==> config.mk <==
export PLATFORM = sky130hd
export DESIGN_NAME = pin_entry_collector
export DESIGN_NICKNAME = d
export VERILOG_FILES = /design/src/rtl/pin_entry_collector.sv
export SDC_FILE = /design/constraint.sdc
export NUM_CORES = 1
export LEC_CHECK = 0
export BUFFER_PORTS_ARGS = -buffer_cell sky130_fd_sc_hd__buf_2
export CELL_PAD_IN_SITES_DETAIL_PLACEMENT = 1
export CELL_PAD_IN_SITES_GLOBAL_PLACEMENT = 2
export CORE_ASPECT_RATIO = 1.1
export CORE_MARGIN = 5
export CORE_UTILIZATION = 34
export CTS_CLUSTER_SIZE = 25
export DETAILED_ROUTE_END_ITERATION = 10
export PLACE_DENSITY = 0.77
export SLEW_MARGIN = 0
export SYNTH_ARGS = -nofsm -noshare
export SYNTH_HDL_FRONTEND = slang
export SYNTH_SLANG_ARGS = --single-unit
==> constraint.sdc <==
create_clock -name clock -period 3.3 [get_ports clock]
set_clock_uncertainty 0.15 [all_clocks]
set_input_delay 0.66 -clock clock [delete_from_list [all_inputs] [get_ports clock]]
set_output_delay 0.66 -clock clock [all_outputs]
set_load 0.02 [all_outputs]
==> src/rtl/pin_entry_collector.sv <==
// Keypad front end: gathers decimal keys into a fixed-length PIN buffer and, on a full
// enter, replays the digits to the transaction controller one per cycle.
module pin_entry_collector #(
  parameter int unsigned NUM_DIGITS     = 4,
  parameter int unsigned TIMEOUT_CYCLES = 1000,
  parameter int unsigned TIMER_W        = 16
) (
  input  logic                    clock,
  input  logic                    reset,
  input  logic                    tarjeta_recibida,
  input  logic                    tecla_stb,
  input  logic [3:0]              tecla,
  output logic                    digito_stb,
  output logic [3:0]              digito,
  output logic                    pin_listo,
  output logic [4*NUM_DIGITS-1:0] pin_capturado,
  output logic [2:0]              digitos_ingresados,
  output logic                    entrada_incompleta,
  output logic                    timeout_err,
  output logic                    busy
);

  localparam int unsigned PinW = 4 * NUM_DIGITS;
  localparam int unsigned IdxW = (NUM_DIGITS > 1) ? $clog2(NUM_DIGITS) : 1;

  localparam logic [2:0]         CountFull = 3'(NUM_DIGITS);
  localparam logic [IdxW-1:0]    LastIdx   = IdxW'(NUM_DIGITS - 1);
  localparam logic [TIMER_W-1:0] TimerLast = TIMER_W'(TIMEOUT_CYCLES - 1);

  localparam logic [3:0] KeyBack   = 4'hA;
  localparam logic [3:0] KeyCancel = 4'hB;
  localparam logic [3:0] KeyEnter  = 4'hC;

  typedef enum logic [1:0] {
    StIdle,
    StCaptura,
    StEnvio,
    StEspera
  } state_e;

  state_e             state_q, state_d;
  logic [PinW-1:0]    buf_q, buf_d;
  logic [2:0]         count_q, count_d;
  logic [TIMER_W-1:0] timer_q, timer_d;
  logic [IdxW-1:0]    idx_q, idx_d;
  logic               digito_stb_q, digito_stb_d;
  logic [3:0]         digito_q, digito_d;
  logic               pin_listo_q, pin_listo_d;
  logic               incompleta_q, incompleta_d;
  logic               timeout_q, timeout_d;

  logic               key_valid;
  logic               key_digit;
  logic [IdxW-1:0]    idx_next;

  // Codes D-F are not keys at all: they neither act nor restart the timer.
  assign key_valid = tecla_stb && (tecla <= KeyEnter);
  assign key_digit = (tecla <= 4'd9);
  assign idx_next  = idx_q + IdxW'(1);

  always_comb begin
    state_d      = state_q;
    buf_d        = buf_q;
    count_d      = count_q;
    timer_d      = timer_q;
    idx_d        = idx_q;
    digito_stb_d = 1'b0;
    digito_d     = 4'h0;
    pin_listo_d  = 1'b0;
    incompleta_d = 1'b0;
    timeout_d    = 1'b0;

    unique case (state_q)
      StIdle: begin
        buf_d   = '1;
        count_d = '0;
        timer_d = '0;
        idx_d   = '0;
        if (tarjeta_recibida) begin
          state_d = StCaptura;
        end
      end

      StCaptura: begin
        if (!tarjeta_recibida) begin
          state_d = StIdle;
          buf_d   = '1;
          count_d = '0;
        end else if (key_valid) begin
          // A key on the expiry cycle wins over the timeout.
          timer_d = '0;
          if (key_digit) begin
            if (count_q < CountFull) begin
              for (int k = 0; k < NUM_DIGITS; k++) begin
                if (k == int'(count_q)) begin
                  buf_d[4*k +: 4] = tecla;
                end
              end
              count_d = count_q + 3'd1;
            end
          end else begin
            case (tecla)
              KeyBack: begin
                if (count_q != 3'd0) begin
                  for (int k = 0; k < NUM_DIGITS; k++) begin
                    if (k == int'(count_q) - 1) begin
                      buf_d[4*k +: 4] = 4'hF;
                    end
                  end
                  count_d = count_q - 3'd1;
                end
              end
              KeyCancel: begin
                buf_d   = '1;
                count_d = '0;
              end
              default: begin
                if (count_q == CountFull) begin
                  // First digit leaves on the enter edge so the burst starts next cycle.
                  state_d      = StEnvio;
                  idx_d        = '0;
                  digito_stb_d = 1'b1;
                  digito_d     = buf_q[3:0];
                end else begin
                  incompleta_d = 1'b1;
                end
              end
            endcase
          end
        end else if (timer_q == TimerLast) begin
          timeout_d = 1'b1;
          buf_d     = '1;
          count_d   = '0;
          timer_d   = '0;
        end else begin
          timer_d = timer_q + TIMER_W'(1);
        end
      end

      StEnvio: begin
        if (!tarjeta_recibida) begin
          state_d = StIdle;
          buf_d   = '1;
          count_d = '0;
          idx_d   = '0;
        end else if (idx_q != LastIdx) begin
          idx_d        = idx_next;
          digito_stb_d = 1'b1;
          for (int k = 0; k < NUM_DIGITS; k++) begin
            if (k == int'(idx_next)) begin
              digito_d = buf_q[4*k +: 4];
            end
          end
        end else begin
          pin_listo_d = 1'b1;
          state_d     = StEspera;
        end
      end

      StEspera: begin
        if (!tarjeta_recibida) begin
          state_d = StIdle;
          buf_d   = '1;
          count_d = '0;
        end
      end

      default: begin
        state_d = StIdle;
      end
    endcase
  end

  always_ff @(posedge clock) begin
    if (reset) begin
      state_q      <= StIdle;
      buf_q        <= '1;
      count_q      <= '0;
      timer_q      <= '0;
      idx_q        <= '0;
      digito_stb_q <= 1'b0;
      digito_q     <= 4'h0;
      pin_listo_q  <= 1'b0;
      incompleta_q <= 1'b0;
      timeout_q    <= 1'b0;
    end else begin
      state_q      <= state_d;
      buf_q        <= buf_d;
      count_q      <= count_d;
      timer_q      <= timer_d;
      idx_q        <= idx_d;
      digito_stb_q <= digito_stb_d;
      digito_q     <= digito_d;
      pin_listo_q  <= pin_listo_d;
      incompleta_q <= incompleta_d;
      timeout_q    <= timeout_d;
    end
  end

  assign digito_stb         = digito_stb_q;
  assign digito             = digito_q;
  assign pin_listo          = pin_listo_q;
  assign pin_capturado      = buf_q;
  assign digitos_ingresados = count_q;
  assign entrada_incompleta = incompleta_q;
  assign timeout_err        = timeout_q;
  assign busy               = (state_q != StIdle);

endmodule

==> flow_summary.ini <==
[synthesis]
syn-num-nets = 332
synth_flop_cell = dfxtp_1
ys_ff_latch = 47
synthArstFlopShare = 0
netlist_instances = 307
syn-cell-area_mm2 = 0.00262
synth_top_area_frac = 0.359
netlist_top_cells_area = dfxtp_1 36%, mux2i_1 8.4%, ha_1 8.1%
avgSynthCellArea_um2 = 8.53
yosysTopAreaCell = dfxtp_1
seq_area_frac_synth = 0.359
synth_edf_count = 0
ys_types = 46
synth-warning-count = 0

[timing]
worst_hold_slack_ns = 0.357
hold_viol = 0
setup_tns_ns = 0
setup_ws_ns = 0.646
fin_crit_ns = 2.65
max-slew-margin-rel = 0.469
drv_slew = 0
rsz0062_at_grt = false
worstMarginPinSlew_ns = 0.796
setup_viol = 0
fmax_mhz = 377
post-route-period-util = 0.804

[drt]
wl_um = 7370
avgViaCountPerCell = 5.16
drt_iter0_markers = 48
avgRoutedWirePerCell_um = 16.4
vias = 2315
ant_nets = 0
drc = 0
first_pass_iters = 4

[placement]
gp_congestion = 0.785
pre_cts_ws_ns = 0.438
place_area_mm2 = 0.00291
dp.final_hpwl_um = 5570
port-buffer-count = 35
place_inst = 441

[clock_network]
post_cts_buffers = 0
clk_pin_slew_worst_paths_ns = 0.09
clockBufferDepth = 2
cts_resized = 0
htree_levels = 2
cts_hold_buf = 0
clkLatencyLatePin_ns = 0.31
numCtsBuffers = 5
root_buffer = clkbuf_8
clock_sink_count = 47
cts_tree = done

[power]
sw_frac_of_total = 0.292
power_frac_seq = 0.526
switchingPower_mw = 0.322
combPwrFrac = 0.151
peakVddDrop_mv = 0.112
p_leak_nw = 1.21
power_density_mw_per_mm2 = 368
finalPower_mw = 1.10
pwr-share-clk = 0.323
internal-power_mw = 0.779

[global_route]
antenna_found_initial = 0
grt_pass1_vias = 2441
grt.total_usage = 0.164
grt_pass1_wl_um = 12400
grt_max_degree = 42
grt-ovfl-total = 0

[critical_path]
slowest_stage = a211oi_2
slowest_delay_ns = 0.46
crit_required_ns = 3.39
crit_path_end_kind = flip-flop
cp-start-kind = flip-flop
crit_chain = inv_1 -> ha_1 -> or2_2 -> o21ai_1 -> a21oi_1 -> a21o_1 -> a211oi_2 -> mux2i_1
path_class = reg -> reg
worstPathArrival_ns = 2.75
path_max_fanout = 6

[final_layout]
design_area_mm2 = 0.00299
drive_gt1_frac = 0.166
final_cell_count_no_fill = 449
n_fill_cell = 896
final_common_cell = nor2_1
fin_nets = 368
antennaDiodeCount = 0
seq_area_um2 = 941
syn2layout_area_growth_pct = 14.3
multi_input_area_mm2 = 0.00160
layout_common_cells = 50 x nor2_1, 47 x dfxtp_1, 35 x buf_2, 27 x a21oi_1, 22 x mux2i_1
post-route-util = 0.400

[floorplanning]
dieArea_mm2 = 0.00956
die_w_um = 93.7
row_count = 33
initial_utilization = 0.350
ioPinCount = 36
core_mm2 = 0.00747
fp.dieH_um = 102

[worst_hold_path]
hp-class = reg -> reg

[status]
status = finished, final reports clean

[flow_run]
maxCapViolCount = 0
-- area by class of cell --
class,count,area share
clock buffer,7,0.0255
sequential,47,0.315
multi-input combinational,241,0.533
timing repair buffer,40,0.0711
tap,105,0.0439
inverter,8,0.0100
clock inverter,1,0.00167
-- cell usage after synthesis (all sizes together) (2+ instances only) --
cell type and n:
nand3 7, nand3b 9, ha 17, a31oi 2
a21o 2, and2 5, xor2 7, a22oi 5
a21oi 27, nor2b 2, clkbuf 7, buf 4
nand2b 5, o21ai 18, nor3 5, nand2 22
dfxtp 47, a211oi 2, nor4 4, xnor2 2
nand4 7, nand4b 2, nor2 50, inv 8
o211ai 2, and3 5, mux2i 22
-- critical path: cells and delay by family, from the launching register on --
| kind | cells | cell delay [ns] |
|---|---|---|
| flip-flops | 1 | 0.44 |
| AND/OR/NAND/NOR | 1 | 0.28 |
| adder cells (fa/ha/maj) | 1 | 0.24 |
| AO/OA/AOI/OAI | 4 | 1.09 |
| multiplexers | 1 | 0.24 |
| buffers and inverters | 1 | 0.14 |
-- logic make-up (layout without fill, tap and decap cells) --
| kind of cell | Yosys count | count (layout) | share of synthesized area |
|---|---|---|---|
| muxes | 22 | 22 | 0.0841 |
| and+or+nand+nor | 130 | 130 | 0.264 |
| AOI/OAI and AO/OA | 63 | 63 | 0.150 |
| buffers and inverters | 19 | 56 | 0.0311 |
| DFF | 47 | 47 | 0.359 |
| xor gates and xnor gates | 9 | 9 | 0.0301 |
| adders and majority gates | 17 | 17 | 0.0813 |
-- final timing paths --
path	cells after the start	slack, ns	start	to
max reg2reg	8	0.65	digitos_ingresados[1]	pin_capturado[2]
min	2	0.36	state_q[1]	state_q[1]
min reg2reg	2	0.36	state_q[1]	state_q[1]
max	8	0.65	digitos_ingresados[1]	pin_capturado[2]
-- sequential cells by signal (all words and copies together), names as in the netlist --
name and cells:
digito 4, pin_listo 1, idx_q 2, state_q 2
entrada_incompleta 1, digitos_ingresados 3, timer_q 16, timeout_err 1
digito_stb 1, pin_capturado 16
-- routing by layer --
layer  global-route usage  wire length, um  vias to the layer above
met5                    0                0                        -
met4               0.0633              171                        0
met3               0.0250              169                       13
met2                0.289             3630                       32
met1                0.201             3400                     1111
li1                     -                -                     1159
-- power by group through the flow --
stage | registers (mW) | logic (mW) | clock network [mW]
detailed placement | 0.592 | 0.168 | 0
global placement | 0.592 | 0.166 | 0
floorplan | 0.595 | 0.111 | 0
global route | 0.580 | 0.184 | 0.391
CTS | 0.579 | 0.169 | 0.373
finish | 0.579 | 0.166 | 0.355
(Power assumes the default switching activity.)
